--- config.mk ---
export PLATFORM = sky130hd
export DESIGN_NAME = emmc_traffic_gen
export DESIGN_NICKNAME = d
export VERILOG_FILES = /design/src/rtl/emmc_traffic_gen_pkg.sv /design/src/rtl/emmc_pattern_gen.sv /design/src/rtl/emmc_traffic_gen.sv
export SDC_FILE = /design/constraint.sdc
export NUM_CORES = 1
export LEC_CHECK = 0
export ABC_AREA = 1
export CAP_MARGIN = 20
export CORE_MARGIN = 4
export CORE_UTILIZATION = 50
export CTS_CLUSTER_SIZE = 24
export DETAILED_ROUTE_END_ITERATION = 12
export PLACE_DENSITY = 0.83
export RECOVER_POWER = 25
export SLEW_MARGIN = 20
export SYNTH_ARGS = -nofsm -noshare
export SYNTH_HDL_FRONTEND = slang
export SYNTH_SLANG_ARGS = --single-unit
--- constraint.sdc ---
create_clock -name clk_i -period 14.6 [get_ports clk_i]
set_input_delay 2.92 -clock clk_i [delete_from_list [all_inputs] [get_ports clk_i]]
set_output_delay 2.92 -clock clk_i [all_outputs]
set_load 0.05 [all_outputs]
--- src/rtl/emmc_traffic_gen_pkg.sv ---
// Shared types and constants for the eMMC traffic generator.
package emmc_traffic_gen_pkg;

  // Default jedec_p block length in bytes.
  localparam int DEF_BLK_BYTES = 512;

  // Galois feedback mask for x^16 + x^14 + x^13 + x^11 + 1 (right-shifting form).
  localparam logic [15:0] LFSR_TAPS = 16'hB400;

  typedef enum logic [1:0] {
    WR_ONLY        = 2'd0,
    RD_ONLY        = 2'd1,
    WR_THEN_VERIFY = 2'd2,
    ALTERNATE      = 2'd3
  } tg_mode_e;

  typedef enum logic {
    PAT_INCR = 1'b0,
    PAT_LFSR = 1'b1
  } tg_pat_e;

  typedef enum logic [2:0] {
    IDLE   = 3'd0,
    ISSUE  = 3'd1,
    ACCEPT = 3'd2,
    XFER   = 3'd3,
    NEXT   = 3'd4,
    DONE   = 3'd5
  } tg_state_e;

  // One Galois LFSR step.
  function automatic logic [15:0] lfsr_next(input logic [15:0] s);
    lfsr_next = (s >> 1) ^ (s[0] ? LFSR_TAPS : 16'h0000);
  endfunction

endpackage

--- src/rtl/emmc_pattern_gen.sv ---
// Data pattern source shared by the write driver and the read checker.
// The current byte is always available; restart rewinds to the seed,
// step advances by one byte.
module emmc_pattern_gen
  import emmc_traffic_gen_pkg::*;
#(
  parameter int          DAT_W     = 8,
  parameter logic [15:0] LFSR_SEED = 16'hACE1
) (
  input  logic             clk_i,
  input  logic             rst_i,
  input  logic [15:0]      seed_i,
  input  logic             restart_i,
  input  logic             step_i,
  input  logic             pattern_i,
  output logic [DAT_W-1:0] byte_o
);

  logic [15:0]      lfsr_q;
  logic [DAT_W-1:0] idx_q;

  // Restart has priority over step so a transfer always begins at index 0.
  always_ff @(posedge clk_i) begin
    if (rst_i) begin
      lfsr_q <= LFSR_SEED;
      idx_q  <= '0;
    end else if (restart_i) begin
      lfsr_q <= seed_i;
      idx_q  <= '0;
    end else if (step_i) begin
      lfsr_q <= lfsr_next(lfsr_q);
      idx_q  <= idx_q + 1'b1;
    end
  end

  // INCR byte is the index modulo 2^DAT_W; LFSR byte is the low register bits.
  assign byte_o = pattern_i ? lfsr_q[DAT_W-1:0] : idx_q;

endmodule

--- src/rtl/emmc_traffic_gen.sv ---
// Host-side stimulus generator and read-back checker for emmc_sm.
// Issues write/read transfers in the selected mode, drives pattern data,
// checks read data and byte counts, and reports a pass/fail summary.
//
// Handshake with emmc_sm: a command is offered only while emmc_ready_i = 1
// and is signalled by a single-cycle emmc_start_o; emmc_ready_i falling means
// the command was taken, and emmc_ready_i rising again marks transfer end.
// Every cycle with emmc_dvalid_i = 1 transfers exactly one byte (write data
// consumed, or read data valid on emmc_rd_dat_i in that same cycle).
module emmc_traffic_gen
  import emmc_traffic_gen_pkg::*;
#(
  parameter int          DAT_W     = 8,
  parameter int          BLK_BYTES = DEF_BLK_BYTES,
  parameter int          BLK_CNT_W = 16,
  parameter int          ITER_W    = 16,
  parameter logic [15:0] LFSR_SEED = 16'hACE1
) (
  input  logic                 clk_i,
  input  logic                 rst_i,
  input  logic                 go_i,
  input  logic                 abort_i,
  input  logic [1:0]           mode_i,
  input  logic                 pattern_i,
  input  logic [BLK_CNT_W-1:0] blk_cnt_i,
  input  logic [ITER_W-1:0]    iter_i,
  input  logic                 emmc_ready_i,
  input  logic                 emmc_dvalid_i,
  input  logic [DAT_W-1:0]     emmc_rd_dat_i,
  output logic                 emmc_we_o,
  output logic                 emmc_start_o,
  output logic [BLK_CNT_W-1:0] emmc_blk_cnt_o,
  output logic [DAT_W-1:0]     emmc_wr_dat_o,
  output logic                 busy_o,
  output logic                 done_o,
  output logic                 pass_o,
  output logic [31:0]          err_cnt_o,
  output logic [31:0]          first_err_o,
  output logic [ITER_W-1:0]    xfer_cnt_o,
  output logic [2:0]           state_o
);

  // Control state and latched run configuration
  tg_state_e            state_q;
  tg_mode_e             mode_q;
  tg_pat_e              pat_q;
  logic [BLK_CNT_W-1:0] blk_cnt_q;
  logic [ITER_W-1:0]    iter_q;
  logic [31:0]          exp_bytes_q;
  logic [31:0]          byte_idx_q;
  logic                 abort_q;

  // Registered outputs
  logic                 we_q;
  logic                 start_q;
  logic                 busy_q;
  logic                 done_q;
  logic                 pass_q;
  logic [31:0]          err_cnt_q;
  logic [31:0]          first_err_q;
  logic [ITER_W-1:0]    xfer_cnt_q;

  // Combinational helpers
  logic [BLK_CNT_W-1:0] blk_eff;
  logic [DAT_W-1:0]     pat_byte;
  logic                 pat_restart;
  logic                 pat_step;
  logic                 dv_err;
  logic                 short_err;
  logic [1:0]           err_add;
  logic [31:0]          end_cnt;
  logic [31:0]          first_idx;
  logic [32:0]          err_sum;
  logic [31:0]          err_cnt_d;
  logic                 iter_done;
  logic [ITER_W-1:0]    xfer_cnt_d;
  logic                 finish;

  assign blk_eff     = (blk_cnt_i == '0) ? BLK_CNT_W'(1) : blk_cnt_i;
  assign pat_restart = (state_q == ISSUE) && emmc_ready_i;
  assign pat_step    = (state_q == XFER) && emmc_dvalid_i;

  emmc_pattern_gen #(
    .DAT_W     (DAT_W),
    .LFSR_SEED (LFSR_SEED)
  ) u_pattern_gen (
    .clk_i     (clk_i),
    .rst_i     (rst_i),
    .seed_i    (LFSR_SEED),
    .restart_i (pat_restart),
    .step_i    (pat_step),
    .pattern_i (pat_q == PAT_LFSR),
    .byte_o    (pat_byte)
  );

  // Per-cycle error detection: data/excess errors on dvalid, short count at transfer end
  always_comb begin
    dv_err    = 1'b0;
    short_err = 1'b0;
    end_cnt   = byte_idx_q + {31'd0, emmc_dvalid_i};
    if (state_q == XFER) begin
      if (emmc_dvalid_i) begin
        dv_err = (byte_idx_q >= exp_bytes_q) || (!we_q && (emmc_rd_dat_i != pat_byte));
      end
      if (emmc_ready_i) begin
        short_err = (end_cnt < exp_bytes_q);
      end
    end
    err_add   = {1'b0, dv_err} + {1'b0, short_err};
    // A byte error happens earlier in the stream than the short-count position.
    first_idx = dv_err ? byte_idx_q : end_cnt;
    err_sum   = {1'b0, err_cnt_q} + {31'd0, err_add};
    err_cnt_d = err_sum[32] ? 32'hFFFF_FFFF : err_sum[31:0];
  end

  // Iteration bookkeeping evaluated in NEXT
  always_comb begin
    // A verify pair completes only after its read half.
    iter_done  = (mode_q != WR_THEN_VERIFY) || !we_q;
    xfer_cnt_d = xfer_cnt_q + {{(ITER_W-1){1'b0}}, iter_done};
    finish     = abort_q || abort_i ||
                 ((iter_q != '0) && iter_done && (xfer_cnt_d == iter_q));
  end

  // Main control FSM with registered outputs
  always_ff @(posedge clk_i) begin
    if (rst_i) begin
      state_q     <= IDLE;
      mode_q      <= WR_ONLY;
      pat_q       <= PAT_INCR;
      blk_cnt_q   <= '0;
      iter_q      <= '0;
      exp_bytes_q <= '0;
      byte_idx_q  <= '0;
      abort_q     <= 1'b0;
      we_q        <= 1'b0;
      start_q     <= 1'b0;
      busy_q      <= 1'b0;
      done_q      <= 1'b0;
      pass_q      <= 1'b1;
      err_cnt_q   <= '0;
      first_err_q <= '1;
      xfer_cnt_q  <= '0;
    end else begin
      // Abort is remembered for the whole run and honoured at the next NEXT.
      if (abort_i && busy_q) begin
        abort_q <= 1'b1;
      end
      case (state_q)
        IDLE: begin
          done_q <= 1'b0;
          if (go_i) begin
            mode_q      <= tg_mode_e'(mode_i);
            pat_q       <= tg_pat_e'(pattern_i);
            blk_cnt_q   <= blk_eff;
            iter_q      <= iter_i;
            exp_bytes_q <= 32'(blk_eff) * 32'(BLK_BYTES);
            we_q        <= (tg_mode_e'(mode_i) != RD_ONLY);
            abort_q     <= 1'b0;
            pass_q      <= 1'b1;
            err_cnt_q   <= '0;
            first_err_q <= '1;
            xfer_cnt_q  <= '0;
            busy_q      <= 1'b1;
            state_q     <= ISSUE;
          end
        end
        ISSUE: begin
          if (emmc_ready_i) begin
            start_q    <= 1'b1;
            byte_idx_q <= '0;
            state_q    <= ACCEPT;
          end
        end
        ACCEPT: begin
          start_q <= 1'b0;
          if (!emmc_ready_i) begin
            state_q <= XFER;
          end
        end
        XFER: begin
          if (emmc_dvalid_i) begin
            byte_idx_q <= byte_idx_q + 32'd1;
          end
          if (err_add != 2'd0) begin
            err_cnt_q <= err_cnt_d;
            pass_q    <= 1'b0;
            if (&first_err_q) begin
              first_err_q <= first_idx;
            end
          end
          if (emmc_ready_i) begin
            state_q <= NEXT;
          end
        end
        NEXT: begin
          xfer_cnt_q <= xfer_cnt_d;
          case (mode_q)
            WR_ONLY: we_q <= 1'b1;
            RD_ONLY: we_q <= 1'b0;
            default: we_q <= !we_q;
          endcase
          if (finish) begin
            done_q  <= 1'b1;
            busy_q  <= 1'b0;
            state_q <= DONE;
          end else begin
            state_q <= ISSUE;
          end
        end
        DONE: begin
          done_q  <= 1'b0;
          state_q <= IDLE;
        end
        default: begin
          state_q <= IDLE;
        end
      endcase
    end
  end

  assign emmc_we_o      = we_q;
  assign emmc_start_o   = start_q;
  assign emmc_blk_cnt_o = blk_cnt_q;
  assign emmc_wr_dat_o  = pat_byte;
  assign busy_o         = busy_q;
  assign done_o         = done_q;
  assign pass_o         = pass_q;
  assign err_cnt_o      = err_cnt_q;
  assign first_err_o    = first_err_q;
  assign xfer_cnt_o     = xfer_cnt_q;
  assign state_o        = state_q;

endmodule

### Word level (Yosys, flattened, before mapping)

Cells that the tools add are included.

| word-level totals | value |
|---|---|
| bits in registers | 180 |

| operators by class | value |
|---|---|
| reduce and logical (&&, ||, !) cells | 33 |
| add/sub/neg operators | 6 |
| bitwise operators | 1 |
| muxes and demuxes | 42 |
| magnitude comparators | 2 |
| equality and inequality tests | 18 |

Operators with widths:

| cell | count |
|---|---|
| 32-bit two-way mux | 9 |
| 32-bit one-hot mux with 2 select lines | 3 |
| 16-bit two-way mux | 3 |
| 32-bit by 2-bit adder with 33-bit output | 1 |
| 32-bit by 1-bit adder with 32-bit output | 1 |
| 32-bit by 1-bit adder with 32-bit output, second input constant | 1 |
| 32-bit by 25-bit >= comparator with 1-bit output | 1 |
| 32-bit by 25-bit < comparator with 1-bit output | 1 |
| 16-bit one-hot mux with 2 select lines | 1 |
| 32-bit AND reduction | 1 |
| 16-bit by 1-bit adder with 16-bit output | 1 |
| 16-bit equality test | 1 |
| 16-bit logical NOT | 1 |
| 16-bit nonzero test | 1 |
| 15-bit by 16-bit bitwise XOR with 16-bit output | 1 |
| 3-bit two-way mux | 5 |
| 3-bit one-hot mux with 5 select lines | 1 |
| 2-bit != test, second input constant | 7 |
| 1-bit two-way mux | 13 |
| 1-bit one-hot mux with 2 select lines | 6 |
| 2-bit nonzero test | 6 |
| 3-bit AND reduction | 3 |
| 8-bit by 1-bit adder with 8-bit output, second input constant | 1 |
| 8-bit two-way mux | 1 |
| other kinds (15) | 32 |

### Logic depth before layout (Yosys ltp)

Gate-level depths: netlist of the first run.

| depth | value |
|---|---|
| word-level depth | 11 |
| gate-level depth with buffers | 33 |
| depth with buffers taken out | 33 |

### Hierarchy

From an unflattened synthesis of the first run, not the netlist that was laid out.

| second synthesis, totals | value |
|---|---|
| cell total of the unflattened synthesis | 1689 |
| area, all modules | 11322.1 um^2 |

Modules (own cells, without submodules):

| module | instances | cells each | area an instance (um^2) |
|---|---|---|---|
| emmc_traffic_gen | 1 | 1517 | 10107.2 |
| emmc_pattern_gen | 1 | 172 | 1214.9 |

### Worst setup path before layout of the first run

Ideal clock, no wire load.

| path | value |
|---|---|
| kind | input -> register |
| from | input port emmc_dvalid_i |
| to | register err_cnt_q[20] (netlist: err_cnt_o[20]) |
| slack | 7294 ps |
| library setup time | 70 ps |
| stages on the path | 31 |
| arrival time | 7235 ps |
| cell sequence | ha_1 -> inv_1 -> nor2_1 -> nand2_1 -> nor2_2 -> nand3_1 -> nor3_1 -> xor2_1 -> inv_1 -> ha_1 -> a21oi_1 -> a21oi_1 -> a2111oi_0 -> nand2_1 -> nand2_1 -> nand2b_1 -> ha_1 -> ha_1 -> inv_1 -> fa_1 -> inv_1 -> nand3_1 -> nor3_2 -> nand2_1 -> nor2_1 -> nand3_1 -> nor2_1 -> nand2_1 -> o21ai_0 -> nand2_1 -> a21oi_1 |

| on the way | value |
|---|---|
| longest elaborated chain between the ends | 9 |

RTL lines:

| element | line | text |
|---|---|---|
| start, declared | emmc_traffic_gen.sv:28 | `input logic emmc_dvalid_i,` |
| 32-bit by 1-bit adder with 32-bit output | emmc_traffic_gen.sv:100 | `end_cnt = byte_idx_q + {31'd0, emmc_dvalid_i};` |
| 32-bit by 25-bit < comparator with 1-bit output | emmc_traffic_gen.sv:106 | `short_err = (end_cnt < exp_bytes_q);` |
| 1-bit two-way mux | emmc_traffic_gen.sv:105 | `if (emmc_ready_i) begin` |
| 1-bit two-way mux | emmc_traffic_gen.sv:101 | `if (state_q == XFER) begin` |
| 1-bit by 1-bit adder with 2-bit output * | emmc_traffic_gen.sv:109 | `err_add = {1'b0, dv_err} + {1'b0, short_err};` |
| 32-bit by 2-bit adder with 33-bit output | emmc_traffic_gen.sv:112 | `err_sum = {1'b0, err_cnt_q} + {31'd0, err_add};` |
| 32-bit two-way mux | emmc_traffic_gen.sv:113 | `err_cnt_d = err_sum[32] ? 32'hFFFF_FFFF : err_sum[31:0];` |
| 32-bit two-way mux | emmc_traffic_gen.sv:185 | `if (err_add != 2'd0) begin` |
| 32-bit one-hot mux with 2 select lines | emmc_traffic_gen.sv:149 | `case (state_q)` |
| end signal, assigned | emmc_traffic_gen.sv:186 | `err_cnt_q <= err_cnt_d;` |
| end, declared | emmc_traffic_gen.sv:59 | `logic [31:0] err_cnt_q;` |

Every way passes the cells marked *; elsewhere a longest branch is shown, timed or not. The select of a mux whose other input is x is not followed.
A chain may end at the register's enable or synchronous reset.

### Worst setup path in the final report of the first run

| path | value |
|---|---|
| from | input port emmc_dvalid_i |
| to | register first_err_q[25] (netlist: first_err_o[25]) |

| on the way | value |
|---|---|
| longest elaborated chain between the ends | 8 |

RTL lines:

| element | line | text |
|---|---|---|
| 32-bit by 1-bit adder with 32-bit output | emmc_traffic_gen.sv:100 |  |
| 32-bit by 25-bit < comparator with 1-bit output | emmc_traffic_gen.sv:106 |  |
| 1-bit two-way mux | emmc_traffic_gen.sv:105 |  |
| 1-bit two-way mux | emmc_traffic_gen.sv:101 |  |
| 1-bit by 1-bit adder with 2-bit output | emmc_traffic_gen.sv:109 |  |
| 2-bit nonzero test | emmc_traffic_gen.sv:185 |  |
| 2-bit by 1-bit != test with 1-bit output (no line) | -- |  |
| 4-bit AND reduction (no line) | -- |  |
| end signal, assigned | emmc_traffic_gen.sv:189 | `first_err_q <= first_idx;` |
| end, declared | emmc_traffic_gen.sv:60 | `logic [31:0] first_err_q;` |

Parallel ways exist; a longest one is shown, timed or not. The select of a mux whose other input is x is not followed.

==> impl_results.md, run 1 <==
* Status: complete, but fails checks
* Failing checks: max-capacitance violations, max-slew violations
* 1st-iter DRT viols at between 900 and 1,000
* Power per cell area at 118 mW/mm^2
* Clk_lat worst skew at between 0.4 and 0.5 ns
* Combinational Power Share at about a third
* Switching power at about 0.60 mW
* Crit-path cells: clkdlybuf4s50_1 > inv_1 > nor2_1 > nand2_4 > ha_1 > nor2_2 > inv_2 > nor2_1 > nand2_1 > nand2_1 > inv_1 > nand2_1 > nand2_1 > o21bai_1
* Sequential share of power at 37.5%
* #FFs+latches synth at 180
* Layout Skew at ~0.014 ns
* Post-synth EDFFs at 0
* Mean Syn Cell Area at 6.61 um^2
* Peak Freq at approximately 110 MHz
* Vert. Die Dim at around 160 um
* Final Slew Violations at roughly 140
* Aggregate global routing overflow at 0
* Mean number of vias per cell at roughly 5.4
* Synth area leader: dfxtp_1
* Critical path buffers and inverters at 4
* Top area cells in the synthesized netlist: dfxtp_1, nand2_1, inv_1
* Post-synthesis sequential area ratio at about a third
* Hold slack at between 0.4 and 0.5 ns
* Core area at approximately 0.021 mm^2
* Max-cap violation count at 3
* YS warnings at 0
* GRT Util Overall at a little over a quarter
* Width of the die at 155 um
* Rows at 53
* Crit path arrival time at roughly 9.8 ns
* Max incr delay on CP at between 2 and 2.5 ns
* Initial antenna violation count at 0
* Ys flop type: dfxtp_1
* Switch share at between 30% and 40%
* Max-slew headroom at -94.0%
* Post_cts resized at 0
* Clock transition at path regs at around 0.07 ns
* Clk pwr share at between 30% and 40%
* Tcrit/Tclk final at 65.0%
* Crit-path slowest cell: nor2_1
* P_int at between 0.9 and 1 mW
* CTS tree: built
* Synth async-reset ratio at 0%
* Lkg Pwr at 5.45 nW
* Post-CTS setup buffers at 0
* # port buffers at between 150 and 200
* Setup TNS at 0 ns
* Inst Count DP at a little over 2,000
* Vias in the first global route at 10,300
* Netlist Area Pre-Place at between 0.01 and 0.015 mm^2
* Final setup fails at 0
* Cell variety after synth at 49
* WL/cell at roughly 16 um
* CP delay by family, top: simple AND/OR/NAND/NOR gates
* WL final at about 32 mm
* DP Worst Slack at 5.48 ns
* Clock buffer depth at 2
* CTS hold repair buffers at 0
* Layout area overhead at 21.1%
* Synth Instances at roughly 1,600
* Setup WS post-layout at about 5 ns
* Largest net degree at the start of global routing at between 50 and 60
* # diodes at 0
* Crit path launch type: primary input
* Fin cells at just over 2,000
* Via count at ~11,000
* Final Hold Viols at 0
* Number of routed nets with antenna violations at 0
* Die area at roughly 0.024 mm^2
* 1st-pass router iterations at 6
* Final nets at 1,854
* First-pass GRT wire length at 51.9 mm
* H-tree levels at 4
* Dpl hpwl at 24.3 mm
* DRC errors left at 0
* Clock root cell: clkbuf_16
* I/O Pins at roughly 160
* RSZ-0062 raised after global routing: false
* Peak supply drop at between 0.08 and 0.09 mV
* Minimum clock period at between 9 and 10 ns
* Syn nets at about 1,700
* Worst hold path type: reg -> reg
* Worst-margin pin slew at between 2 and 3 ns
* Initial Util at a little over 50%
* Reg2Reg Setup Slack at ~7.4 ns
* Overall Power at 1.54 mW
* Cell mode on critical path: nand2_1
* Nature of the critical path endpoint: flop
* CP Max Fanout at between 40 and 50
* Ratio of cells with drive above 1 in the final layout at under 10%
* CTS buffer count at 17
* Routability cong. at roughly 1.0
* Clock sink count at 180
* Crit Path Class: in -> reg
* Top-area cell type share of the netlist area at 33.3%
* Worst EP required at between 10 and 15 ns
## cell usage in the layout, fill, tap and decap left out, types with 8 or more instances in the layout
| cell | n |
|---|---|
| inv_1 | 209 |
| dlygate4sd3_1 | 11 |
| ha_1 | 42 |
| nand2_1 | 408 |
| nor2_2 | 8 |
| nor2_1 | 136 |
| nand3_1 | 128 |
| o21ai_0 | 89 |
| nand4_1 | 39 |
| clkdlybuf4s50_1 | 148 |
| xnor2_1 | 19 |
| xor2_1 | 46 |
| nor4_1 | 9 |
| nor3_1 | 45 |
| clkbuf_16 | 17 |
| o21ai_1 | 11 |
| dfxtp_1 | 180 |
| o22ai_1 | 12 |
| a21oi_1 | 119 |
| or2_2 | 13 |
## cell families after synthesis
kind of cell	Yosys count	synth area share, %
flip-flops	180	33.3
AND/OR/NAND/NOR	818	33.7
AO/OA/AOI/OAI	258	12.7
buffers and inverters	271	9.81
XOR/XNOR	66	5.47
adder cells (fa/ha/maj)	43	5.04
## registers in the layout (all words and copies together) (netlist names), 8 cells and up
signal,count
u_pattern_gen.lfsr_q,16
byte_idx_q,32
err_cnt_o,32
exp_bytes_q,16
iter_q,16
first_err_o,32
u_pattern_gen.idx_q,8
xfer_cnt_o,16
## per-layer routing
metal / GRT usage [%] / wire length (um) / share of wire [%]
met2: 42.6 / 14800 / 46
met5: 0 / 0 / 0
met4: 11.5 / 1220 / 3.8
met3: 3.98 / 2520 / 7.8
met1: 34.7 / 13700 / 42
## worst min-delay path: cells and delay by family, from the launching register on
family           cells  cell delay (ns)
and+or+nand+nor      2             0.10
DFF                  1             0.33
## through the flow
stage / utilization (%) / area, um^2
after floorplan: - / 10800
after global placement: 59.3 / 12500
after detailed placement: 59.3 / 12500
after CTS: 62.0 / 13100
after global routing: 61.9 / 13100
final: 61.9 / 13100
## power groups by stage
stage                     combinational, mW  sequential (mW)  clock, mW
after floorplan                       0.264            0.668          0
after global placement                0.490            0.587          0
after detailed placement              0.498            0.587          0
after CTS                             0.501            0.577      0.469
after global routing                  0.546            0.582      0.490
final                                 0.499            0.578      0.465
## path summary, 6_finish.rpt
path / startpoint / to / depth (start not counted)
hold reg to reg: u_pattern_gen.lfsr_q[8]$_SDFFE_PP0P_ / u_pattern_gen.lfsr_q[7]$_SDFFE_PP1P_ / 2
setup / recovery: emmc_dvalid_i / first_err_o[25]$_SDFFE_PP1P_ / 14
hold / removal: u_pattern_gen.lfsr_q[8]$_SDFFE_PP0P_ / u_pattern_gen.lfsr_q[7]$_SDFFE_PP1P_ / 2
setup reg to reg: state_o[0]$_SDFFE_PP0P_ / first_err_o[25]$_SDFFE_PP1P_ / 15
## final cells by class
type,instances,area [um^2]
repair buffers,165,1620
inverters,213,800
fillers,1904,8050
multi-input cells,1185,6150
flip-flops and latches,180,3600
well taps,275,344
clock inverters,13,148
clock buffers,19,433
## synth_stat cells, drive strengths merged, types with 2 or more instances
master / n
nand2: 415
inv: 212
dfxtp: 180
nor2: 147
nand3: 130
a21oi: 120
o21ai: 100
nor3: 52
xor2: 46
ha: 42
nand4: 39
clkbuf: 38
buf: 20
xnor2: 19
or2: 13
o22ai: 12
nor4: 9
nand3b: 5
o21a: 5
o21bai: 5
and2: 4
o211ai: 4
o31ai: 4
a31oi: 3
a211oi: 2
nor3b: 2
(Power assumes the default switching activity.)
==> run 2, diff against run 1 <==
--- a/config.mk
+++ b/config.mk
@@ -11,7 +11,7 @@
 export CORE_UTILIZATION = 50
 export CTS_CLUSTER_SIZE = 24
 export DETAILED_ROUTE_END_ITERATION = 12
-export PLACE_DENSITY = 0.83
+export PLACE_DENSITY = 0.85
 export RECOVER_POWER = 25
 export SLEW_MARGIN = 20
 export SYNTH_ARGS = -nofsm -noshare
==> constraint.sdc (replaced) <==
create_clock -name clk_i -period 8.6 [get_ports clk_i]
set_input_delay 1.72 -clock clk_i [delete_from_list [all_inputs] [get_ports clk_i]]
set_output_delay 1.72 -clock clk_i [all_outputs]
set_load 0.05 [all_outputs]
==> impl_results.md, run 2 (synthesized netlist as in run 1, its figures left out) <==
* Status: complete, but fails checks
* Failing checks: max-capacitance violations, max-slew violations
* Layout Skew at 0.0123 ns (-0.00132 ns)
* Aggregate global routing overflow at 0 (unchanged)
* Placement Cell Area at 0.0126 mm^2 (+0.12%)
* Nature of the critical path endpoint: flop
* CTS buffer count at 17 (unchanged)
* Final-layout fill cell count at 1,909 (+0.26%)
* # diodes at 0 (unchanged)
* Largest net degree at the start of global routing at 59 (+1.7%)
* Clock buffer depth at 2 (unchanged)
* Routability cong. at 0.985 (-1.2%)
* M1 WL at 13.3 mm (-2.6%)
* Hold slack at 0.469 ns (+0.00988 ns)
* Post-route design area at 0.0131 mm^2 (+0.27%)
* Clock root cell: clkbuf_16
* Worst hold path type: reg -> reg
* Switch share at 40.2% (+1.5 points)
* Commonest non-fill, non-tap cell in the layout: nand2_1
* Layout area overhead at 21.4%
* Vert. Die Dim at 155 um (unchanged)
* RSZ-0062 raised after global routing: false
* Crit Path Class: in -> reg
* FF/Latch Area at 0.00360 mm^2 (unchanged)
* WL/cell at 16.0 um (+2.2%)
* Setup TNS at 0 ns (unchanged)
* CTS tree: built
* Met3 wire length at 2.55 mm (+1.2%)
* Crit-path slowest cell: clkdlybuf4s50_1
* Combinational Power Share at 32.9% (+0.5 points)
* Peak Freq at roughly 140 MHz
* Fin cells at 2,052 (+0.098%)
* Die area at 0.0241 mm^2 (unchanged)
* Max-slew headroom at -92.0% (+2.0 points)
* Switching power at 1.06 mW (+78%)
* CTS hold repair buffers at 0 (unchanged)
* Final nets at 1,856 (+0.11%)
* Ratio of cells with drive above 1 in the final layout at 4.50% (+0.22 points)
* Clk pwr share at 30.4% (+0.3 points)
* DR top layer: met5
* Inst Count DP at 2,020 (+0.099%)
* First-pass GRT wire length at 52.8 mm (+1.8%)
* Max-cap violation count at 3 (unchanged)
* DRC errors left at 0 (unchanged)
* Met2 routed WL at 15.6 mm (+5.3%)
* Clock sink count at 180 (unchanged)
* Number of routed nets with antenna violations at 0 (unchanged)
* Crit path arrival time at 7.62 ns (-2.17 ns)
* Power per cell area at 201 mW/mm^2 (+71%)
* H-tree levels at 4 (unchanged)
* Vias in the first global route at 10,600 (+3.0%)
* Crit path launch type: primary input
* Multi-input combinational cell area at 0.00616 mm^2 (about the same)
* 1st-pass router iterations at 6 (unchanged)
* Mean number of vias per cell at 5.57 (+2.3%)
* Dpl hpwl at 24.6 mm (+0.98%)
* Final Hold Viols at 0 (unchanged)
* P_int at 1.58 mW (+68%)
* Clk_lat worst skew at 0.45 ns (about the same)
* Rows at 53 (unchanged)
* Post-CTS setup buffers at 0 (unchanged)
* Width of the die at 155 um (unchanged)
* Clock transition at path regs at 0.08 ns (about the same)
* DP Worst Slack at 1.13 ns (-4.36 ns)
* Core area at 0.0212 mm^2 (unchanged)
* CP Max Fanout at 7 (-84%)
* Worst-margin pin slew at 2.88 ns (-0.0189 ns)
* Peak supply drop at 0.135 mV (+63%)
* Via count at 11,400 (+2.4%)
* Initial antenna violation count at 1 (+1)
* Final Slew Violations at 153 (+11%)
* WL final at 32.9 mm (+2.3%)
* Worst EP required at 8.95 ns (-5.95 ns)
* Minimum clock period at 7.28 ns
* Cell mode on critical path: nand2_1
* Post_cts resized at 0 (unchanged)
* Final setup fails at 0 (unchanged)
* Max incr delay on CP at 0.56 ns (-1.57 ns)
* Tcrit/Tclk final at between 80% and 90%
* # port buffers at 160 (unchanged)
* 1st-iter DRT viols at 1,175 (+23%)
* GRT Util Overall at 26.8% (+0.50 points)
* Sequential share of power at 36.7% (-0.8 points)
* I/O Pins at 161 (unchanged)
* Setup WS post-layout at 1.32 ns (-3.78 ns)
* Commonest non-fill, non-tap cells in the layout: nand2_1, inv_1, dfxtp_1
* Initial Util at 51.2% (unchanged)
* Lkg Pwr at 5.45 nW (+0.17%)
==> run 2: changes by cell type in the layout (fill, tap and decap cells not counted), sizes merged <==
cell and change:
inv +1, clkinvlp +1, dlygate4sd3 +4, clkdlybuf4s50 -4, buf +2, clkinv +1
bufinv -1, clkbuf -2
==> run 2: cell type report <==
class	instances	area share, %
sequential	180	27.4
clock buffer	17	3.24
timing repair buffer	167	12.5
clock inverter	15	1.30
multi-input combinational	1185	46.9
inverter	213	6.09
tap	275	2.62
==> run 2: routing by layer <==
layer,global-route usage [%],vias to the layer above
met5,0,-
met4,12.9,2
met3,4.84,115
met2,44.4,484
met1,33.7,5245
li1,-,5578
==> run 2: critical path: cells and delay by family <==
family | cells | cell delay, ns
XOR/XNOR | 1 | 0.18
buffers and inverters | 5 | 0.88
AND/OR/NAND/NOR | 17 | 2.69
adder cells (fa/ha/maj) | 5 | 1.41
AO/OA/AOI/OAI | 4 | 0.77
==> run 2: power by group through the flow <==
stage	Sequential, mW	Combinational (mW)	Clock [mW]
global placement	0.989	0.848	0
floorplan	1.13	0.448	0
CTS	0.972	0.870	0.805
detailed placement	0.990	0.864	0
finish	0.971	0.872	0.804
global route	0.981	0.940	0.844
==> run 2: stage by stage <==
| stage | util (%) | power (mW) |
|---|---|---|
| 6_report | 62.1 | 2.65 |
| 5_1_grt | 62.1 | 2.76 |
| 4_1_cts | 62.2 | 2.65 |
| 3_5_place_dp | 59.4 | 1.85 |
| 3_3_place_gp | 59.4 | 1.84 |
| 2_1_floorplan | - | 1.58 |
==> run 2: worst paths after layout <==
path                                                            from                                    to  slack (ns)  depth (start not counted)
worst max-delay path                                   emmc_dvalid_i            err_cnt_o[27]$_SDFFE_PP0P_        1.32                         32
worst min-delay path            u_pattern_gen.lfsr_q[8]$_SDFFE_PP0P_  u_pattern_gen.lfsr_q[7]$_SDFFE_PP1P_        0.47                          2
worst max register to register            byte_idx_q[0]$_SDFFE_PP0P_            err_cnt_o[27]$_SDFFE_PP0P_        2.71                         31
worst min register to register  u_pattern_gen.lfsr_q[8]$_SDFFE_PP0P_  u_pattern_gen.lfsr_q[7]$_SDFFE_PP1P_        0.47                          2
==> run 3, diff against run 2 <==
--- a/config.mk
+++ b/config.mk
@@ -11,7 +11,7 @@
 export CORE_UTILIZATION = 50
 export CTS_CLUSTER_SIZE = 24
 export DETAILED_ROUTE_END_ITERATION = 12
-export PLACE_DENSITY = 0.85
+export PLACE_DENSITY = 0.83
 export RECOVER_POWER = 25
 export SLEW_MARGIN = 20
 export SYNTH_ARGS = -nofsm -noshare
==> constraint.sdc (replaced) <==
create_clock -name clk_i -period 7.5 [get_ports clk_i]
set_input_delay 1.5 -clock clk_i [delete_from_list [all_inputs] [get_ports clk_i]]
set_output_delay 1.5 -clock clk_i [all_outputs]
set_load 0.05 [all_outputs]
==> impl_results.md, run 3 (synthesized netlist as in run 1, its figures left out) <==
* Status: complete, but fails checks
* Failing checks: max-capacitance violations, max-slew violations
* Final setup fails at 0 (unchanged)
* Clock sink count at 180 (unchanged)
* Min-delay src: u_pattern_gen.lfsr_q[8]$_SDFFE_PP0P_
* M1 WL at 13.8 mm (+3.7%)
* GRT Util Overall at 27.3% (+0.50 points)
* Setup TNS at 0 ns (unchanged)
* Post_cts resized at 0 (unchanged)
* Crit Reg-Reg Startpoint: byte_idx_q[0]$_SDFFE_PP0P_
* I/O Pins at 161 (unchanged)
* CP delay by family, top: simple AND/OR/NAND/NOR gates
* Multi-input combinational cell area at 0.00616 mm^2 (about the same)
* Layout Skew at 0.0107 ns (-0.00169 ns)
* Switch share at 40.2% (about the same)
* Post-CTS setup buffers at 0 (unchanged)
* Clock transition at path regs at 0.08 ns (about the same)
* Clk_lat worst skew at 0.45 ns (about the same)
* Crit path launch type: primary input
* Crit path arrival time at 7.29 ns (-0.33 ns)
* Vert. Die Dim at 155 um (unchanged)
* Power per cell area at 231 mW/mm^2 (+15%)
* Mean number of vias per cell at 5.51 (-1.1%)
* RSZ-0062 raised after global routing: false
* H-tree levels at 4 (unchanged)
* Max-cap violation count at 1 (-2)
* WL final at 33.2 mm (+0.84%)
* Peak Freq at about 140 MHz
* Vias in the first global route at 10,800 (+1.9%)
* Sequential share of power at 36.6% (about the same)
* Layout area overhead at 21.7%
* Largest net degree at the start of global routing at 58 (-1.7%)
* Switching power at 1.22 mW (+15%)
* Worst EP required at 7.87 ns (-1.08 ns)
* Max incr delay on CP at 0.55 ns (about the same)
* Worst hold path type: reg -> reg
* Ratio of cells with drive above 1 in the final layout at 4.78% (+0.28 points)
* Setup crit start: emmc_dvalid_i
* Nature of the critical path endpoint: flop
* Final-layout fill cell count at 1,937 (+1.5%)
* Rows at 53 (unchanged)
* Via count at 11,300 (-1.0%)
* Fin cells at 2,053 (+0.049%)
* Setup WS post-layout at 0.574 ns (-0.750 ns)
* Met2 routed WL at 15.8 mm (+1.7%)
* 1st-pass router iterations at 5 (-1)
* Max-slew headroom at -13.0% (+79 points)
* Number of routed nets with antenna violations at 0 (unchanged)
* Dpl hpwl at 24.7 mm (+0.72%)
* Cell mode on critical path: nand2_1
* Tcrit/Tclk final at 92.3%
* Initial Util at 51.2% (unchanged)
* Crit-path slowest cell: clkdlybuf4s50_1
* Met3 wire length at 2.30 mm (-10%)
* WL/cell at 16.2 um (+0.80%)
* CTS tree: built
* First-pass GRT wire length at 53.9 mm (+2.2%)
* Inst Count DP at 2,021 (+0.050%)
* 1st-iter DRT viols at 907 (-23%)
* Clk pwr share at 30.8% (+0.4 points)
* DR top layer: met4
* CP Max Fanout at 7 (unchanged)
* Final Hold Viols at 0 (unchanged)
* P_int at 1.82 mW (+15%)
* Aggregate global routing overflow at 0 (unchanged)
* CTS hold repair buffers at 0 (unchanged)
* Die area at 0.0241 mm^2 (unchanged)
* DP Worst Slack at 0.235 ns (-0.891 ns)
* # port buffers at 160 (unchanged)
* Lkg Pwr at 5.48 nW (+0.44%)
* Clock buffer depth at 2 (unchanged)
* DRC errors left at 0 (unchanged)
* Peak supply drop at 0.165 mV (+23%)
* Core area at 0.0212 mm^2 (unchanged)
* FF/Latch Area at 0.00360 mm^2 (unchanged)
* Critical path buffers and inverters at 5 (unchanged)
* Routability cong. at 0.953 (-3.3%)
* Initial antenna violation count at 0 (-1)
* Commonest non-fill, non-tap cells in the layout: nand2_1, inv_1, dfxtp_1
* Commonest non-fill, non-tap cell in the layout: nand2_1
* Minimum clock period at just under 7 ns
* Width of the die at 155 um (unchanged)
* Worst-margin pin slew at 1.69 ns (-1.19 ns)
* Combinational Power Share at 32.6% (-0.3 points)
* Clock root cell: clkbuf_16
* Overall Power at 3.04 mW (+15%)
* # diodes at 0 (unchanged)
* Final Slew Violations at 38 (-75%)
* Final nets at 1,857 (+0.054%)
* Crit Path Class: in -> reg
* CTS buffer count at 17 (unchanged)
## run 3: cell types whose count changed in the layout (fill, tap and decap cells not counted), moves of 2 or more
| cell | change |
|---|---|
| inv_8 | -2 |
| inv_6 | +6 |
| buf_4 | +3 |
| clkinvlp_4 | -4 |
| clkdlybuf4s50_1 | -15 |
| clkbuf_1 | -3 |
| dlygate4sd3_1 | +15 |
## run 3: metrics by stage
step,area [um^2],hold slack [ns],util [%]
after floorplan,10800,0.424,-
after global placement,12600,0.447,59.4
after detailed placement,12600,0.453,59.4
after CTS,13200,0.468,62.3
after global routing,13200,0.476,62.2
final,13200,0.461,62.2
## run 3: worst paths after layout
check	to	slack, ns	cells after the start
setup / recovery	err_cnt_o[31]$_SDFFE_PP0P_	0.57	32
hold / removal	u_pattern_gen.lfsr_q[7]$_SDFFE_PP1P_	0.46	2
setup reg to reg	err_cnt_o[31]$_SDFFE_PP0P_	1.72	31
hold reg to reg	u_pattern_gen.lfsr_q[7]$_SDFFE_PP1P_	0.46	2
## run 3: power by group through the flow
stage                     clock [mW]  combinational, mW  sequential (mW)
after global placement             0              0.977             1.13
after CTS                      0.942              0.996             1.11
after floorplan                    0              0.514             1.30
final                          0.937              0.991             1.11
after global routing           0.978               1.08             1.12
after detailed placement           0              0.990             1.13
## run 3: cell type report
| cell class | count | area share [%] |
|---|---|---|
| tap | 275 | 2.61 |
| inverter | 213 | 6.07 |
| clock buffer | 17 | 3.23 |
| sequential | 180 | 27.4 |
| timing repair buffer | 168 | 12.6 |
| clock inverter | 15 | 1.35 |
| multi-input combinational | 1185 | 46.8 |
## run 3: worst reg2reg max path, delay by kind of cell (launching register included)
| family | cells | cell delay (ns) |
|---|---|---|
| AO/OA/AOI/OAI | 4 | 0.73 |
| XOR/XNOR | 1 | 0.17 |
| adder cells (fa/ha/maj) | 5 | 1.41 |
| buffers and inverters | 4 | 0.33 |
| flip-flops | 1 | 0.45 |
| AND/OR/NAND/NOR | 17 | 2.64 |
## run 3: per-layer routing
layer / vias up / GRT usage [%]
met5: - / 0
met4: 0 / 11.1
met3: 92 / 4.90
met2: 445 / 46.8
met1: 5190 / 33.8
li1: 5581 / -
